--- src/rtl/pe_sequencer.sv ---
// ---------------------------------------------------------------------------
// pe_sequencer
//
// Instruction-level controller for one 16-lane bit-serial PE block and its
// dual-port register BRAM. One macro-instruction is accepted at a time over a
// valid/ready handshake and expanded into per-cycle BRAM addresses, write
// enables, ALU select, cycle counter, neighbour-shift strobes and RAM-init
// control. Every output is registered.
//
// Ports:
//   clk, reset          clock, synchronous active-low reset
//   instr_valid/ready   instruction handshake (ready high only when idle)
//   instr_kind          0=ALU 1=SHIFT 2=LOAD 3=reserved (NOP)
//   instr_dir           shift direction 0=E 1=W 2=N 3=S
//   instr_alu           ALU select
//   instr_src_a/b, dst  base BRAM rows
//   instr_length        word length (bits for ALU, rows for SHIFT/LOAD)
//   load_valid/ready    BRAM_IN word handshake during LOAD
//   op_in               AND-reduced OpStart from the PE block
//   addra, addrb        BRAM port addresses
//   wea, web            BRAM write enables
//   alu_sel             latched ALU select
//   count               cycle index inside the current instruction
//   east..south         shift-path select (one-hot or zero)
//   ram_init            selects BRAM_IN onto port A
//   state               0=IDLE 1=ALU 2=SHIFT 3=LOAD
//   done                one-cycle completion pulse
//   op_flag             op_in captured in the final ALU write cycle
// ---------------------------------------------------------------------------
module pe_sequencer #(
    parameter int MAX_WORD_LENGTH = 32,
    parameter int ADDR_W          = 10
) (
    input  logic              clk,
    input  logic              reset,
    input  logic              instr_valid,
    output logic              instr_ready,
    input  logic [1:0]        instr_kind,
    input  logic [1:0]        instr_dir,
    input  logic [3:0]        instr_alu,
    input  logic [ADDR_W-1:0] instr_src_a,
    input  logic [ADDR_W-1:0] instr_src_b,
    input  logic [ADDR_W-1:0] instr_dst,
    input  logic [5:0]        instr_length,
    input  logic              load_valid,
    output logic              load_ready,
    input  logic              op_in,
    output logic [ADDR_W-1:0] addra,
    output logic [ADDR_W-1:0] addrb,
    output logic              wea,
    output logic              web,
    output logic [3:0]        alu_sel,
    output logic [6:0]        count,
    output logic              east,
    output logic              west,
    output logic              north,
    output logic              south,
    output logic              ram_init,
    output logic [1:0]        state,
    output logic              done,
    output logic              op_flag
);

    typedef enum logic [1:0] {
        S_IDLE  = 2'd0,
        S_ALU   = 2'd1,
        S_SHIFT = 2'd2,
        S_LOAD  = 2'd3
    } state_t;

    localparam logic [5:0]        MAX_LEN  = 6'(MAX_WORD_LENGTH);
    localparam logic [ADDR_W-1:0] ADDR_ONE = {{(ADDR_W-1){1'b0}}, 1'b1};

    state_t            state_reg;
    logic [ADDR_W-1:0] src_a_reg;
    logic [ADDR_W-1:0] src_b_reg;
    logic [ADDR_W-1:0] dst_reg;
    logic [1:0]        dir_reg;
    logic [5:0]        len_reg;
    logic [5:0]        idx_reg;     // LOAD words already scheduled

    logic [5:0]        len_clamped;
    logic [6:0]        count_inc;
    logic [5:0]        alu_k;
    logic [4:0]        pairs_m1;
    logic [ADDR_W-1:0] alu_off;
    logic [ADDR_W-1:0] shift_off;
    logic [ADDR_W-1:0] load_off;
    logic              last_cycle;

    assign state = state_reg;

    // Offsets are derived from the count value the next cycle will carry,
    // because the addresses are registered one edge ahead of use.
    always_comb begin
        len_clamped = (instr_length > MAX_LEN) ? MAX_LEN : instr_length;
        count_inc   = (count == 7'd127) ? 7'd127 : count + 7'd1;
        // (c-2)>>1 for c>=2, written so that no bit of count_inc is dropped
        alu_k       = count_inc[6:1] - 6'd1;
        alu_off     = {{(ADDR_W-6){1'b0}}, alu_k};
        // 2p where p = c>>2
        shift_off   = {{(ADDR_W-6){1'b0}}, count_inc[6:2], 1'b0};
        load_off    = {{(ADDR_W-6){1'b0}}, idx_reg};
        pairs_m1    = len_reg[5:1] - 5'd1;
        last_cycle  = 1'b0;
        case (state_reg)
            S_ALU:   last_cycle = (count == {len_reg, 1'b1});     // 2*len+1
            S_SHIFT: last_cycle = (count == {pairs_m1, 2'b11});   // 4*P-1
            S_LOAD:  last_cycle = (idx_reg == len_reg);
            default: last_cycle = 1'b0;
        endcase
    end

    always_ff @(posedge clk) begin
        if (!reset) begin
            state_reg   <= S_IDLE;
            src_a_reg   <= '0;
            src_b_reg   <= '0;
            dst_reg     <= '0;
            dir_reg     <= '0;
            len_reg     <= '0;
            idx_reg     <= '0;
            instr_ready <= 1'b1;
            load_ready  <= 1'b0;
            addra       <= '0;
            addrb       <= '0;
            wea         <= 1'b0;
            web         <= 1'b0;
            alu_sel     <= '0;
            count       <= '0;
            east        <= 1'b0;
            west        <= 1'b0;
            north       <= 1'b0;
            south       <= 1'b0;
            ram_init    <= 1'b0;
            done        <= 1'b0;
            op_flag     <= 1'b0;
        end else begin
            // Pulsed outputs default low every cycle.
            done       <= 1'b0;
            wea        <= 1'b0;
            web        <= 1'b0;
            load_ready <= 1'b0;
            east       <= 1'b0;
            west       <= 1'b0;
            north      <= 1'b0;
            south      <= 1'b0;

            if (state_reg == S_IDLE) begin
                if (instr_valid) begin
                    src_a_reg <= instr_src_a;
                    src_b_reg <= instr_src_b;
                    dst_reg   <= instr_dst;
                    dir_reg   <= instr_dir;
                    len_reg   <= len_clamped;
                    alu_sel   <= instr_alu;
                    count     <= '0;
                    idx_reg   <= '0;
                    addra     <= instr_src_a;
                    addrb     <= instr_src_b;
                    case (instr_kind)
                        2'd0: begin
                            if (len_clamped != 6'd0) begin
                                state_reg   <= S_ALU;
                                instr_ready <= 1'b0;
                            end else begin
                                done <= 1'b1;
                            end
                        end
                        2'd1: begin
                            if (len_clamped[5:1] != 5'd0) begin
                                state_reg   <= S_SHIFT;
                                instr_ready <= 1'b0;
                                addrb       <= instr_src_a + ADDR_ONE;
                            end else begin
                                done <= 1'b1;
                            end
                        end
                        2'd2: begin
                            if (len_clamped != 6'd0) begin
                                state_reg   <= S_LOAD;
                                instr_ready <= 1'b0;
                                ram_init    <= 1'b1;
                                addra       <= instr_dst;
                                // A word offered on the accept edge is
                                // written in the first execution cycle.
                                if (load_valid) begin
                                    wea        <= 1'b1;
                                    load_ready <= 1'b1;
                                    idx_reg    <= 6'd1;
                                end
                            end else begin
                                done <= 1'b1;
                            end
                        end
                        default: done <= 1'b1;
                    endcase
                end
            end else if (last_cycle) begin
                state_reg   <= S_IDLE;
                instr_ready <= 1'b1;
                done        <= 1'b1;
                ram_init    <= 1'b0;
                if (state_reg == S_ALU) begin
                    op_flag <= op_in;
                end
            end else begin
                case (state_reg)
                    S_ALU: begin
                        count <= count_inc;
                        // count 1 holds the primed addresses
                        if (count_inc >= 7'd2) begin
                            if (count_inc[0]) begin
                                addra <= dst_reg + alu_off;
                                wea   <= 1'b1;
                            end else begin
                                addra <= src_a_reg + alu_off;
                                addrb <= src_b_reg + alu_off;
                            end
                        end
                    end
                    S_SHIFT: begin
                        count <= count_inc;
                        case (count_inc[1:0])
                            2'b00: begin
                                addra <= src_a_reg + shift_off;
                                addrb <= src_a_reg + shift_off + ADDR_ONE;
                            end
                            2'b10: begin
                                addra <= dst_reg + shift_off;
                                addrb <= dst_reg + shift_off + ADDR_ONE;
                                wea   <= 1'b1;
                                web   <= 1'b1;
                                east  <= (dir_reg == 2'd0);
                                west  <= (dir_reg == 2'd1);
                                north <= (dir_reg == 2'd2);
                                south <= (dir_reg == 2'd3);
                            end
                            default: ;
                        endcase
                    end
                    S_LOAD: begin
                        // count tracks the word index and holds on stalls
                        count <= {1'b0, idx_reg};
                        addra <= dst_reg + load_off;
                        if (load_valid) begin
                            wea        <= 1'b1;
                            load_ready <= 1'b1;
                            idx_reg    <= idx_reg + 6'd1;
                        end
                    end
                    default: ;
                endcase
            end
        end
    end

endmodule
--- config.mk ---
export PLATFORM = sky130hd
export DESIGN_NAME = pe_sequencer
export DESIGN_NICKNAME = d
export VERILOG_FILES = /design/src/rtl/pe_sequencer.sv
export SDC_FILE = /design/constraint.sdc
export NUM_CORES = 1
export LEC_CHECK = 0
export BUFFER_PORTS_ARGS = -buffer_cell sky130_fd_sc_hd__buf_2
export CORE_MARGIN = 4
export CORE_UTILIZATION = 35
export CTS_CLUSTER_SIZE = 20
export DETAILED_ROUTE_END_ITERATION = 16
export GPL_TIMING_DRIVEN = 0
export PLACE_DENSITY = 0.57
export SYNTH_ARGS = -nofsm -noshare
export SYNTH_HDL_FRONTEND = slang
export SYNTH_SLANG_ARGS = --single-unit
--- constraint.sdc ---
create_clock -name clk -period 3.6 [get_ports clk]
set_input_delay 0.36 -clock clk [delete_from_list [all_inputs] [get_ports clk]]
set_output_delay 0.36 -clock clk [all_outputs]
set_load 0.01 [all_outputs]
# After elaboration in Yosys (flattened, before gate mapping)
# Index checks and enable logic that the tools add are counted.
# totals
output_inout_bits	44
ff_bits	88
# classes
n_eq_ne	26
n_bitwise	4
magnitude_cmp	2
reduce_logical	25
muxes	70
add_sub_neg	13
# op_table
operator	count
10-bit 2-to-1 mux	14
10-bit by 6-bit adder with 10-bit output	6
10-bit one-hot mux with 2 select lines	3
6-bit 2-to-1 mux	6
10-bit by 1-bit adder with 10-bit output, second input constant	3
1-bit 2-to-1 mux	30
10-bit one-hot mux with 3 select lines	1
7-bit 2-to-1 mux	4
7-bit equality test	2
7-bit one-hot mux with 2 select lines	1
2-bit equality test, second input constant	6
2-bit 2-to-1 mux	6
3-bit inequality test, second input constant	4
6-bit AND reduction	2
5-bit AND reduction	2
3-bit by 2-bit inequality test with 1-bit output, second input constant	3
2-bit logical NOT	4
4-bit AND reduction	2
7-bit by 1-bit adder with 7-bit output, second input constant	1
7-bit equality test, second input constant	1
7-bit by 2-bit >= comparator with 1-bit output, second input constant	1
6-bit by 1-bit adder with 6-bit output, second input constant	1
2-bit by 1-bit equality test with 1-bit output, second input constant	3
6-bit equality test	1
other kinds (21)	33

# Logic depth before layout (Yosys ltp)
# Gate-level depths: netlist (run 1).
# logic_depth
depth_word	9
depth_mapped	16
mapped_depth_nobuf	15

# Least setup slack after synthesis (run 1)
# OpenSTA, ideal clock, no wires.
# synth_timing
path_kind	register to register
startpoint	reg count[1]
endpoint	reg addra[8]
path_buffers	2
setup_time_ns	0.132
path_slack_ns	0.001
path_stages_with_launch	16
t_arrival_ns	3.466
cell_sequence	dfxtp_1 > ha_1 > buf_2 > nand4_2 > o21ai_2 > buf_2 > mux2_2 > ha_1 > fa_1 > a211oi_1 > o21ai_0 > or3b_2 > xor2_1 > o221ai_1 > o21ai_1 > a21oi_1
# synth_via
elab_chain_len	9
word_cells_on_any_way	24
classes_between	add/sub (6); order compare (1); eq/ne (7); mux (8); reduce/logical (2)
# synth_rtl
item	line	rtl
from (decl)	53	output logic [6:0] count,
from (signal assigned)	210	count <= count_inc;
from (signal assigned)	223	count <= count_inc;
from (signal assigned)	244	count <= {1'b0, idx_reg};
7-bit by 1-bit adder with 7-bit output or 7-bit equality test (tied branches)	97	count_inc = (count == 7'd127) ? 7'd127 : count + 7'd1;
7-bit 2-to-1 mux	97	
6-bit by 1-bit subtractor with 6-bit output	99	alu_k = count_inc[6:1] - 6'd1;
10-bit by 6-bit adder with 10-bit output, on equally long branches	217, 214	
10-bit 2-to-1 mux	213	if (count_inc[0]) begin
10-bit 2-to-1 mux	212	if (count_inc >= 7'd2) begin
10-bit one-hot mux with 3 select lines	208	case (state_reg)
10-bit 2-to-1 mux	199	end else if (last_cycle) begin
10-bit 2-to-1 mux	149	if (state_reg == S_IDLE) begin
to (signal assigned)	159	addra <= instr_src_a;
to (signal assigned)	214	addra <= dst_reg + alu_off;
to (signal assigned)	217	addra <= src_a_reg + alu_off;
to (decl)	48	output logic [ADDR_W-1:0] addra,
# Several ways; a longest one is shown, not always the timed one. The select of a mux whose other input is x is not followed.
# A chain may end at the register's enable or synchronous reset.

# Final worst setup path (run 1)
# layout_timing
startpoint	reg count[0]
endpoint	reg addra[7]
# Same word-level chain as after synthesis.

==> flow_summary.toml, run 1 <==
[worst_setup_path]
r2r_start = "count[0]"
endpoint_kind = "flip-flop"
slowest_delay_ns = 0.36
crit_path_cell_trace = "ha_1, buf_6, and4_4, nand3_4, and2_4, ha_4, and3_4, xnor2_4, ha_4, buf_4, nor3_1, nor2_1, o41ai_2, buf_4, or3_1, a21oi_2, o211ai_1, a21oi_1"
cp_slowest_cell = "or3_1"
r2r_end = "addra[7]"
cp.arrival_ns = 3.82
r2r_slack_ns = 0.08
r2r_cells = 18
critPathTopFamily = "simple AND/OR/NAND/NOR gates"
start_kind = "flip-flop"
critPathBufInv = 3
critical_path_required_ns = 3.90
crit_type = "reg -> reg"
path_max_fanout = 6

[die]
fp-row-count = 50
dieArea_sq_um = 21700
start_util = 0.359
die_w_um = 147
ioPinCount = 93
dieHeight_um = 147
coreArea_sq_um = 18900

[clock_tree]
clkTransAtPathRegs_ns = 0.08
cts_made_buffers = 9
cts_buffer_depth = 2
cts_sinks = 88
cts_tree = "done"
clk_latency_ns = 0.37
postCtsHoldBufs = 0
cts_max_level = 3
cts_root_buf = "clkbuf_16"

[logic_synthesis]
yosysMostFrequentCell = "nand2_1"
synth_top_cell_area_share = 0.260
synth-edff-count = 0
ys_seq_area_frac = 0.260
yosys_register_bits = 88
synthFlopType = "dfxtp_1"
synth.distinct_cells = 89
yosys_warnings = 0
yosysTopAreaCell = "dfxtp_1"
synth_cells = 852
netlist_area_sq_um = 6780
syn_avg_cell_area_sq_um = 7.96
syn-num-nets = 944
netlist_top_cells_count = "128 x nand2_1, 88 x dfxtp_1, 84 x a21oi_1"
netlist_top_cells_area = "dfxtp_1 26%, ha_1 7.2%, nand2_1 7.1%"
async_flop_share = 0

[pwr]
total_power_mw = 3.65
leakagePower_nw = 3.53
ir_drop_mv = 0.252
powerDensity_nw_per_um2 = 427

[min_path]
hp-start = "instr_alu[0]"
hold_path.class = "in -> reg"
hold_end = "alu_sel[0]"
whs_path_depth = 3

[placed_design]
place_inst = 1203
hpwlAfterDp_mm = 19.8
gp_congestion = 0.954
io_buffers = 91

[detailed_routing]
postRouteAntennaNets = 0
post-route-drc-count = 0
vias = 7062
drt_wl_total_mm = 26.1
vias_per_cell = 5.70
drtIter0Drc = 580
dr.pass1.iters = 5
routedWlPerCell_um = 21.1

[global_routing]
antenna_found_initial = 1
first_global_vias = 6543
grt_max_degree = 17
grt-ovfl-total = 0
grt_pass1_wl_mm = 39.2
grt_util_all_layers = 0.233

[timing]
finalHoldViolations = 0
slew_headroom = 0.338
maxSlewViolCount = 0
min_period_over_period = 0.977
skew_ns = 0.0124
finalCriticalPeriod_ns = 3.52
worst_pin_slew_ns = 0.981
rsz0062_at_grt = "true"
finalSetupViolCount = 0
fmax_mhz = 284

[layout]
drive_above_1_share = 0.259
area_growth_syn_to_layout_pct = 26.2
final_cells = 1240
nets = 1067
n_antenna_cell = 0

[outcome]
outcome = "completed"

[job]
maxCapViolCount = 0
[cells in the final DEF, fill, tap and decap left out, types with 7 or more instances in the layout]
cell	Yosys	final
xor2_1	16	15
buf_1	7	7
inv_1	23	22
clkbuf_1	26	25
a21o_1	10	10
o21ai_0	34	30
nor2_1	49	49
o211ai_1	14	14
buf_4	4	24
o21ai_1	9	9
mux2_2	17	16
ha_1	39	32
nor3_1	10	10
a21oi_2	1	7
a211oi_1	13	10
nand3_1	30	29
a31oi_1	11	9
and2_1	11	9
nand2b_1	12	11
xnor2_1	35	29
dfxtp_1	88	84
or3_1	9	9
nand4_1	8	8
buf_2	10	99
a21oi_1	84	77
nand2_1	128	127
mux2i_1	19	19
clkbuf_16	0	9
[layer usage]
layer,track usage,routed length (um)
met5,0,8
met4,0.0732,752
met3,0.0339,2240
met2,0.367,11800
met1,0.331,11400
[worst max-delay path by stage]
stage              from  endpoint  slack (ns)  cells past startpoint
6_report       count[0]  addra[7]        0.08                     18
5_1_grt        count[1]  addra[7]       -0.01                     18
4_1_cts        count[1]  addra[6]       -0.05                     15
3_5_place_dp   count[1]  addra[8]       -0.93                     16
3_3_place_gp   count[1]  addra[9]       -0.96                     15
2_1_floorplan  count[1]  addra[8]       0.001                     15
[cell families (layout without fill, tap and decap cells)]
logic type | count (synthesis) | in the layout | share of synthesized area
buffers and inverters | 75 | 203 | 0.0500
adders and majority gates | 43 | 43 | 0.0838
muxes | 37 | 37 | 0.0579
and+or+nand+nor | 314 | 314 | 0.236
AOI/OAI and AO/OA | 244 | 244 | 0.247
DFF | 88 | 88 | 0.260
xor gates and xnor gates | 51 | 51 | 0.0659
[where the power goes]
part	switching, mW	total (mW)	leakage, nW	internal (mW)
clock network	0.459	1.22	0.183	0.760
logic	0.780	1.30	2.63	0.525
registers	0.0704	1.13	0.723	1.06
[tightest hold or removal path, delay by kind of cell]
kind	cells	cell delay (ns)
AND/OR/NAND/NOR	1	0.05
AO/OA/AOI/OAI	1	0.05
buffers and inverters	1	0.09
[stage by stage]
stage	TNS, ns	setup WS, ns	hold slack, ns	utilization	instance area (sq um)
floorplan	0	0.00129	0.434	-	6780
global placement	-8.99	-0.965	0.436	0.400	7560
detailed placement	-8.90	-0.932	0.440	0.400	7560
CTS	-0.154	-0.0480	0.226	0.432	8160
global route	-0.0157	-0.0124	0.240	0.453	8560
finish	0	0.0837	0.236	0.453	8560
[what timing repair did]
| item | 4_1_cts | 5_1_grt |
|---|---|---|
| pin swaps | 8 | 33 |
| setup buffers | 7 | 14 |
| gates resized for setup | 44 | 47 |
| endpoints found under the setup margin | 16 | 11 |
[final cells by class]
class                      count  area [sq um]
sequential                    88          1770
multi-input combinational    689          5110
buffer                        51           279
fill                        1922         10300
clock buffer                   9           225
timing repair buffer         112           613
inverter                      24          90.1
tap                          260           325
clock inverter                 7           149
Note: power is estimated with default switching activity, not from simulation.
==> run 2, diff against run 1 <==
CORE_UTILIZATION = 50   (was 35)
PLACE_DENSITY = 0.74   (was 0.57)
SETUP_SLACK_MARGIN = 0.02   (was not set)
==> run 2 against run 1 <==
Worst hold slack got worse by 0.0017 ns; core utilization increased by 17 points; power decreased by 6.5%; die area decreased by 29%; clock power decreased by 17%; register-to-register slack about the same; clock-buffer cell count increased by 1; final area decreased by 3.1%; maximum frequency decreased by 0.31%; via count increased by 1.7%; critical path type unchanged; highest routed layer is now met4.
==> flow_summary.toml, run 2 (same netlist as run 1, synthesis figures left out) <==
[detailed_routing]
vias_per_cell = 6.26
drtIter0Drc = 819
routedWlPerCell_um = 21.6
drt_wl_total_mm = 24.8
vias = 7183
post-route-drc-count = 0
dr.pass1.iters = 5
postRouteAntennaNets = 0

[timing]
min_period_over_period = 0.980
finalHoldViolations = 0
skew_ns = 0.00709
finalCriticalPeriod_ns = 3.53
finalSetupViolCount = 0
fin_setup_tns_ns = 0
fmax_mhz = 284
worst_pin_slew_ns = 0.966
rsz0062_at_grt = "true"
maxSlewViolCount = 0
slew_headroom = 0.348

[global_routing]
grt.busiest_layer = "met2"
met1_usage = 0.402
antenna_found_initial = 0
grt_max_degree = 17
grt_pass1_wl_mm = 37.6
grtUsageMet2 = 0.489
first_global_vias = 6808
grt_use_met3 = 0.0656
grt_util_all_layers = 0.307
grt-ovfl-total = 0

[clock_tree]
cts_buffer_depth = 2
cts_made_buffers = 9
clkTransAtPathRegs_ns = 0.07
clk_latency_ns = 0.36
cts_tree = "done"
cts_sinks = 88
cts_max_level = 3
cts_root_buf = "clkbuf_16"

[worst_setup_path]
crit_path_cell_trace = "ha_1, buf_6, nand4_4, o21ai_4, buf_8, mux2_2, ha_2, fa_2, buf_4, xnor2_1, o22ai_1, a211oi_1, a21oi_1, mux2i_1, nor2_1"
start_kind = "flip-flop"
slowest_delay_ns = 0.43
cp_slowest_cell = "fa_2"
critical_path_required_ns = 3.83
cp.arrival_ns = 3.76
path_max_fanout = 5
crit_type = "reg -> reg"
endpoint_kind = "flip-flop"
r2r_cells = 15

[placed_design]
io_buffers = 91
hpwlAfterDp_mm = 18.4
gp_congestion = 1.02
place_area_sq_um = 7460

[layout]
design_area_sq_um = 8290
n_antenna_cell = 0
nets = 1059
area_growth_syn_to_layout_pct = 22.3
final_common_cell = "nand2_1"
postLayoutCoreUtil = 0.626
layout_common_cells = "127 x nand2_1, 98 x buf_2, 84 x dfxtp_1"
drive_above_1_share = 0.252
fillCellCount = 1235

[pwr]
ir_drop_mv = 0.244
seq_power_share = 0.329
p_clk_frac = 0.296
combPwrFrac = 0.375
p_sw_frac = 0.377
total_power_mw = 3.41
leakagePower_nw = 3.46
powerDensity_nw_per_um2 = 412
p_switching_mw = 1.29
p_int_mw = 2.13

[min_path]
hold_path.class = "in -> reg"
whs_path_depth = 3

[die]
ioPinCount = 93
dieArea_sq_um = 15500
coreArea_sq_um = 13200
die_w_um = 124
fp-row-count = 42
start_util = 0.512
dieHeight_um = 124

[job]
maxCapViolCount = 0

[outcome]
outcome = "completed"
[run 2: cell types whose count changed in the layout (fill, tap and decap cells not counted), moves of 2 or more]
| cell | delta |
|---|---|
| buf_4 | -9 |
| ha_4 | -4 |
| bufinv_16 | -3 |
| ha_2 | +3 |
| nor2_1 | -2 |
| nor2_2 | +2 |
[run 2: metrics by stage]
step                instances  worst slack [ns]  hold WS, ns
floorplan                 852             0.120        0.434
global placement         1119            -0.798        0.441
detailed placement       1119            -0.784        0.447
CTS                      1139            0.0203        0.238
global route             1148          -0.00575        0.248
finish                   1148            0.0728        0.234
[run 2: path summary, 6_finish.rpt]
check          startpoint         end  slack, ns
max              count[1]    addra[2]       0.07
min reg2reg      addrb[5]    addrb[5]       0.45
max reg2reg      count[1]    addra[2]       0.07
min          instr_alu[3]  alu_sel[3]       0.23
[run 2: worst max-delay path: cells and delay by family (launching register included)]
kind | cells | cell delay [ns]
xor+xnor | 1 | 0.20
mux | 2 | 0.52
flops | 1 | 0.38
simple gates | 2 | 0.17
buf+inv | 3 | 0.42
compound gates | 4 | 0.90
fa+ha+maj | 3 | 0.80
[run 2: power by group through the flow]
stage / clock network, mW / registers [mW] / logic [mW]
after floorplan: 0 / 1.15 / 0.720
after global placement: 0 / 1.14 / 1.09
after detailed placement: 0 / 1.14 / 1.10
after CTS: 1.00 / 1.12 / 1.17
after global routing: 1.05 / 1.13 / 1.37
final: 1.01 / 1.12 / 1.28
[run 2: routing by layer]
metal  up-vias  part of all wire
met3        88             0.097
li1       3308                 -
met1      3368              0.41
met4         0             0.046
met2       419              0.45
met5         -                 0
[run 2: area by class of cell]
cell class	instances	area (sq um)	share of cell area
Clock inverter	6	72.6	0.00875
Timing Repair Buffer	104	566	0.0682
Tap cell	176	220	0.0265
Sequential cell	88	1770	0.213
Clock buffer	10	239	0.0288
Inverter	24	90.1	0.0109
Buffer	51	282	0.0339
Multi-Input combinational cell	689	5060	0.610
[run 2: repair_timing]
item,CTS,global route
buffers inserted,4,9
hold buffers,0,0
resized for setup,48,37
endpoints found under the setup margin,15,9
pin swaps,10,24
